$ cat src/rtl/jc_pkg.sv
`default_nettype none
// ============================================================================
// Module      : jc_pkg
// Description : Shared constants and legality/phase helpers for jc_seq_gen.
// Revision    : 1.0 - initial release
// ============================================================================
package jc_pkg;

    localparam int   c_MAX_W      = 64;
    localparam logic MODE_JOHNSON = 1'b0;
    localparam logic MODE_RING    = 1'b1;
    localparam logic DIR_FWD      = 1'b0;
    localparam logic DIR_REV      = 1'b1;

    // Johnson states are thermometer codes: at most one 0/1 edge between neighbours.
    function automatic logic is_legal(input logic [c_MAX_W-1:0] q, input int w, input logic mode);
        int ones;
        int edges;
        ones  = 0;
        edges = 0;
        for (int i = 0; i < c_MAX_W; i++) begin
            if ((i < w) && q[i]) begin
                ones++;
            end
        end
        for (int i = 0; i < c_MAX_W - 1; i++) begin
            if ((i + 1 < w) && (q[i] != q[i+1])) begin
                edges++;
            end
        end
        if (mode == MODE_RING) begin
            return (ones == 1);
        end
        return (edges <= 1);
    endfunction

    function automatic int phase_of(input logic [c_MAX_W-1:0] q, input int w, input logic mode);
        int ones;
        int idx;
        ones = 0;
        idx  = 0;
        for (int i = 0; i < c_MAX_W; i++) begin
            if ((i < w) && q[i]) begin
                ones++;
                idx = i;
            end
        end
        if (!is_legal(q, w, mode)) begin
            return 0;
        end
        if (mode == MODE_RING) begin
            return idx;
        end
        if (q[w-1]) begin
            return 2 * w - ones;
        end
        return ones;
    endfunction

    function automatic logic [c_MAX_W-1:0] reset_val(input logic mode);
        return {{(c_MAX_W-1){1'b0}}, (mode == MODE_RING)};
    endfunction

endpackage
`default_nettype wire

$ cat src/rtl/jc_prescaler.sv
`default_nettype none
// ============================================================================
// Module      : jc_prescaler
// Description : Enable-gated divide-by-(div+1) counter producing a step pulse.
// Revision    : 1.0 - initial release
// ============================================================================
module jc_prescaler #(
    parameter int DIV_W = 8
) (
    input  logic             clk,
    input  logic             rst,
    input  logic             en,
    input  logic [DIV_W-1:0] div,
    input  logic             clear,
    output logic             step
);

    logic [DIV_W-1:0] r_cnt;

    assign step = en && (r_cnt == div);

    // A div lowered below r_cnt simply lets the count run round modulo 2^DIV_W.
    always_ff @(posedge clk) begin
        if (rst || clear) begin
            r_cnt <= '0;
        end else if (en) begin
            if (r_cnt == div) begin
                r_cnt <= '0;
            end else begin
                r_cnt <= r_cnt + 1'b1;
            end
        end
    end

endmodule
`default_nettype wire

$ cat src/rtl/jc_seq_gen.sv
`default_nettype none
// ============================================================================
// Module      : jc_seq_gen
// Description : Parametrised Johnson/ring sequence generator with prescaler,
//               legalising load, self-correction, phase decode and strobes.
// Revision    : 1.0 - initial release
// ============================================================================
module jc_seq_gen
    import jc_pkg::*;
#(
    parameter int WIDTH = 8,
    parameter int DIV_W = 8,
    parameter int PH_W  = $clog2(2*WIDTH)
) (
    input  logic             wb_clk_i,
    input  logic             wb_rst_i,
    input  logic             en,
    input  logic             dir,
    input  logic             mode,
    input  logic             load,
    input  logic [WIDTH-1:0] load_val,
    input  logic [DIV_W-1:0] div,
    output logic [WIDTH-1:0] q,
    output logic [PH_W-1:0]  phase,
    output logic             tick,
    output logic             wrap,
    output logic             illegal
);

    localparam int c_LAST_J = 2 * WIDTH - 1;
    localparam int c_LAST_R = WIDTH - 1;

    logic             w_step;
    logic [WIDTH-1:0] r_q;
    logic             r_tick;
    logic             r_wrap;
    logic [WIDTH-1:0] w_rst_val;
    logic [WIDTH-1:0] w_shift;
    logic [WIDTH-1:0] w_load_q;
    logic [PH_W-1:0]  w_next_phase;
    logic             w_next_wrap;

    jc_prescaler #(
        .DIV_W (DIV_W)
    ) u_prescaler (
        .clk   (wb_clk_i),
        .rst   (wb_rst_i),
        .en    (en),
        .div   (div),
        .clear (load),
        .step  (w_step)
    );

    assign w_rst_val = WIDTH'(reset_val(mode));
    assign illegal   = !is_legal(c_MAX_W'(r_q), WIDTH, mode);
    assign phase     = PH_W'(phase_of(c_MAX_W'(r_q), WIDTH, mode));
    assign q         = r_q;
    assign tick      = r_tick;
    assign wrap      = r_wrap;

    always_comb begin
        w_shift = r_q;
        case ({mode, dir})
            {MODE_JOHNSON, DIR_FWD}: w_shift = {r_q[WIDTH-2:0], ~r_q[WIDTH-1]};
            {MODE_JOHNSON, DIR_REV}: w_shift = {~r_q[0], r_q[WIDTH-1:1]};
            {MODE_RING, DIR_FWD}:    w_shift = {r_q[WIDTH-2:0], r_q[WIDTH-1]};
            default:                 w_shift = {r_q[0], r_q[WIDTH-1:1]};
        endcase

        // Boundary is judged on the phase being entered, not the one being left.
        w_next_phase = PH_W'(phase_of(c_MAX_W'(w_shift), WIDTH, mode));
        if (dir == DIR_FWD) begin
            w_next_wrap = (w_next_phase == '0);
        end else if (mode == MODE_RING) begin
            w_next_wrap = (w_next_phase == PH_W'(c_LAST_R));
        end else begin
            w_next_wrap = (w_next_phase == PH_W'(c_LAST_J));
        end

        w_load_q = is_legal(c_MAX_W'(load_val), WIDTH, mode) ? load_val : w_rst_val;
    end

    always_ff @(posedge wb_clk_i) begin
        if (wb_rst_i) begin
            r_q    <= w_rst_val;
            r_tick <= 1'b0;
            r_wrap <= 1'b0;
        end else if (load) begin
            r_q    <= w_load_q;
            r_tick <= 1'b0;
            r_wrap <= 1'b0;
        end else if (w_step) begin
            r_tick <= 1'b1;
            if (illegal) begin
                r_q    <= w_rst_val;
                r_wrap <= 1'b0;
            end else begin
                r_q    <= w_shift;
                r_wrap <= w_next_wrap;
            end
        end else begin
            r_tick <= 1'b0;
            r_wrap <= 1'b0;
        end
    end

endmodule
`default_nettype wire

$ cat config.mk
export PLATFORM = sky130hd
export DESIGN_NAME = jc_seq_gen
export DESIGN_NICKNAME = d
export VERILOG_FILES = /design/src/rtl/jc_pkg.sv /design/src/rtl/jc_prescaler.sv /design/src/rtl/jc_seq_gen.sv
export SDC_FILE = /design/constraint.sdc
export NUM_CORES = 1
export LEC_CHECK = 0
export CAP_MARGIN = 10
export CORE_MARGIN = 3
export CORE_UTILIZATION = 55
export CTS_BUF_LIST = sky130_fd_sc_hd__clkbuf_4
export DETAILED_ROUTE_END_ITERATION = 7
export PLACE_DENSITY = 0.87
export SLEW_MARGIN = 20
export SYNTH_ARGS = -nofsm -noshare
export SYNTH_HDL_FRONTEND = slang
export SYNTH_SLANG_ARGS = --single-unit
$ cat constraint.sdc
create_clock -name wb_clk_i -period 9.1 [get_ports wb_clk_i]
set_clock_uncertainty 0.15 [all_clocks]
set_input_delay 1.82 -clock wb_clk_i [delete_from_list [all_inputs] [get_ports wb_clk_i]]
set_output_delay 1.82 -clock wb_clk_i [all_outputs]
set_load 0.005 [all_outputs]
==> metrics.cfg <==
[power]
static-leakage-power_nw = 1.912
power_mw = 0.8870
cellPowerDensity_mw_per_mm2 = 189.1
vdd_drop_max_v = 0.00008017

[setup_path]
r2r_start = q[7]
crit_fanout = 12
reg2regPathDepth = 25
cp-endpoint = phase[1]
critPathLaunchType = register
crit_start = q[1]
timing_worst_setup_path_type = register to primary output
worst-r2r-setup-slack_ps = 2410
worstPathRequired_ps = 7130
worstPathArrival_ps = 6590
critPathCaptureType = primary output
r2r_end = wrap

[timing]
whs_ps = 401.7
fin_setup_tns_ps = 0
fin_crit_ps = 8561
rsz0062_at_grt = no
drv_slew = 0
hold_violations = 0
slew_headroom_pct = 41.20
setup_viol = 0
post-route-period-util_pct = 94.07
worst_slew_pin_slew_ps = 875.2
fin_ws_ps = 539.3
fmax_ghz = 0.1168

[yosys]
ys_ff_latch = 18
yosysSeqAreaShare_pct = 8.678
syn_area_per_cell_um2 = 7.487
synthArstFlopShare_pct = 0
synth_cells = 570
synth_edf_count = 1
yosysWarnings = 0
synth_flop_cell = dfxtp_1
syn_area_mm2 = 0.004268
yosysUniqueCellTypes = 77
syn_nets = 640

[grt]
antenna_found_initial = 0
grt_max_degree = 30
grt_overflow = 0
grt_pass1_vias = 4019
grt_pass1_wl_um = 17570
gr-usage-all-layers_pct = 23.50

[cells_and_area]
drive_above_1_share_pct = 7.313
fin_nets = 659
instances_no_fill = 687
fin_util_pct = 63.32
area_delta_synth_final_pct = 9.909
final_area_mm2 = 0.004691
n_fill_cell = 639
mostFrequentLayoutCells = nand2_1 (53), ha_1 (48), xor2_1 (44)
final_common_cell = nand2_1
antennaDiodeCount = 0

[worst_hold_path]
min_path_cells = 2
min_path_type = register to register

[routing]
viasPerCell = 6.128
drt_pass1_iterations = 5
ant_nets = 0
drc = 0
drt_iter0_drc = 242
routed_wl_um = 10310
vias = 4210
route.detailed.wl_per_inst_um = 15.01

[floorplanning]
dieArea_mm2 = 0.008853
die_h_um = 94.09
initial_core_util_pct = 57.61
core_area_mm2 = 0.007408
ioPinCount = 37
die_width_um = 94.09
fp-row-count = 31

[flow_run]
maxCapViolCount = 0

[cts]
path_clk_slew_ps = 100
clk_latency_ps = 290
numClockSinks = 18
cts_tree = yes
clock_path_buffers = 2
root_buffer = clkbuf_4
cts_buffers = 3
htreeDepth = 1

[placement]
place_inst = 683
place_congestion = 0.9047
postPlaceCellArea_mm2 = 0.004659
pre_cts_ws_ps = 851.6
dp_hpwl_um = 8218
numPortBuffers = 36

[outcome]
outcome = finished, final reports clean

## cell type report
class,count,area (um2),share of cell area [%]
repair buffers,39,382.9,8.162
flip-flops and latches,18,371.6,7.922
inverters,41,153.9,3.281
multi-input cells,486,3628,77.35
clock buffers,4,30.03,0.6402
well taps,99,123.9,2.641
## critical path, cell delays in order, from the launching register on
cell and delay (ps):
dfxtp_1 550, inv_1 80, ha_1 390, ha_1 370, xnor2_1 250, inv_1 70
ha_1 270, and2_1 160, or2_2 300, ha_1 330, mux2_2 290, ha_1 300
nand2_1 110, o21ai_0 110, ha_1 290, nand3_1 100, a21oi_1 70, or3_1 400
o31ai_1 260, nand3_1 110, a22o_1 290, mux2_2 390, a311oi_1 280, clkdlybuf4s50_1 550
## registers in the layout (all words and copies together) (netlist names)
signal and cells:
u_prescaler.r_cnt 8, wrap 1, q 8, tick 1
## worst min path at each step
stage                                     from                    to  slack (ps)
after floorplan           u_prescaler.r_cnt[7]  u_prescaler.r_cnt[7]         350
after global placement    u_prescaler.r_cnt[7]  u_prescaler.r_cnt[7]         360
after detailed placement  u_prescaler.r_cnt[7]  u_prescaler.r_cnt[7]         380
after CTS                 u_prescaler.r_cnt[7]  u_prescaler.r_cnt[7]         410
after global routing      u_prescaler.r_cnt[7]  u_prescaler.r_cnt[7]         440
final                     u_prescaler.r_cnt[7]  u_prescaler.r_cnt[7]         400
## cells in the mapped netlist, types with 4 or more instances
cell / n / area share [%]
mux2i_1: 10 / 2.3
nand3_1: 25 / 2.9
nor3b_1: 4 / 0.70
o22ai_1: 5 / 0.73
mux2_2: 14 / 3.7
a211oi_1: 8 / 1.4
dfxtp_1: 17 / 8.0
xor2_1: 44 / 9.0
a31oi_1: 4 / 0.59
o21a_1: 7 / 1.2
nand3b_1: 4 / 0.70
nor4_1: 4 / 0.59
buf_2: 8 / 0.94
a221o_1: 7 / 1.6
clkbuf_1: 12 / 1.1
inv_1: 37 / 3.3
and2_1: 7 / 1.0
nand4_1: 4 / 0.59
o211ai_1: 9 / 1.6
o31ai_1: 6 / 1.1
a21oi_1: 30 / 3.5
nand2_1: 53 / 4.7
a211o_1: 4 / 0.82
nor2_1: 38 / 3.3
ha_1: 48 / 14
and3_1: 8 / 1.2
nor3_1: 16 / 1.9
nand2b_1: 6 / 0.88
xnor2_1: 40 / 8.2
o21ai_0: 20 / 2.3
## routing by layer
metal	wire length (um)	vias to the layer above	share of wire, %	GRT usage [%]
li1	-	2100	-	-
met1	4569	1964	44	29.88
met2	5065	126	49	42.46
met3	497	20	4.8	2.244
met4	176	0	1.7	5.295
met5	0	-	0	0
## cells by family (layout without fill, tap and decap cells)
logic type,after synthesis,after routing,synth area share (%)
and+or+nand+nor,192,192,23.13
AOI/OAI and AO/OA,131,131,21.43
xor gates and xnor gates,87,87,18.82
buffers and inverters,66,84,6.303
adders and majority gates,48,48,14.07
muxes,28,28,7.564
DFF,18,18,8.678
## power breakdown
group          leakage, nW  total (mW)  switching [mW]  internal (mW)
logic                 1.75       0.744           0.421          0.323
registers            0.148      0.0986          0.0142         0.0844
clock network       0.0184      0.0444          0.0244         0.0200
## timing repair
item / 4_1_cts / 5_1_grt
gates resized for setup: 0 / 1
buffers inserted: 0 / 0
hold buffers: 0 / 0
endpoints found under the setup margin: 0 / 1
Note: power is estimated with default switching activity, not from simulation.
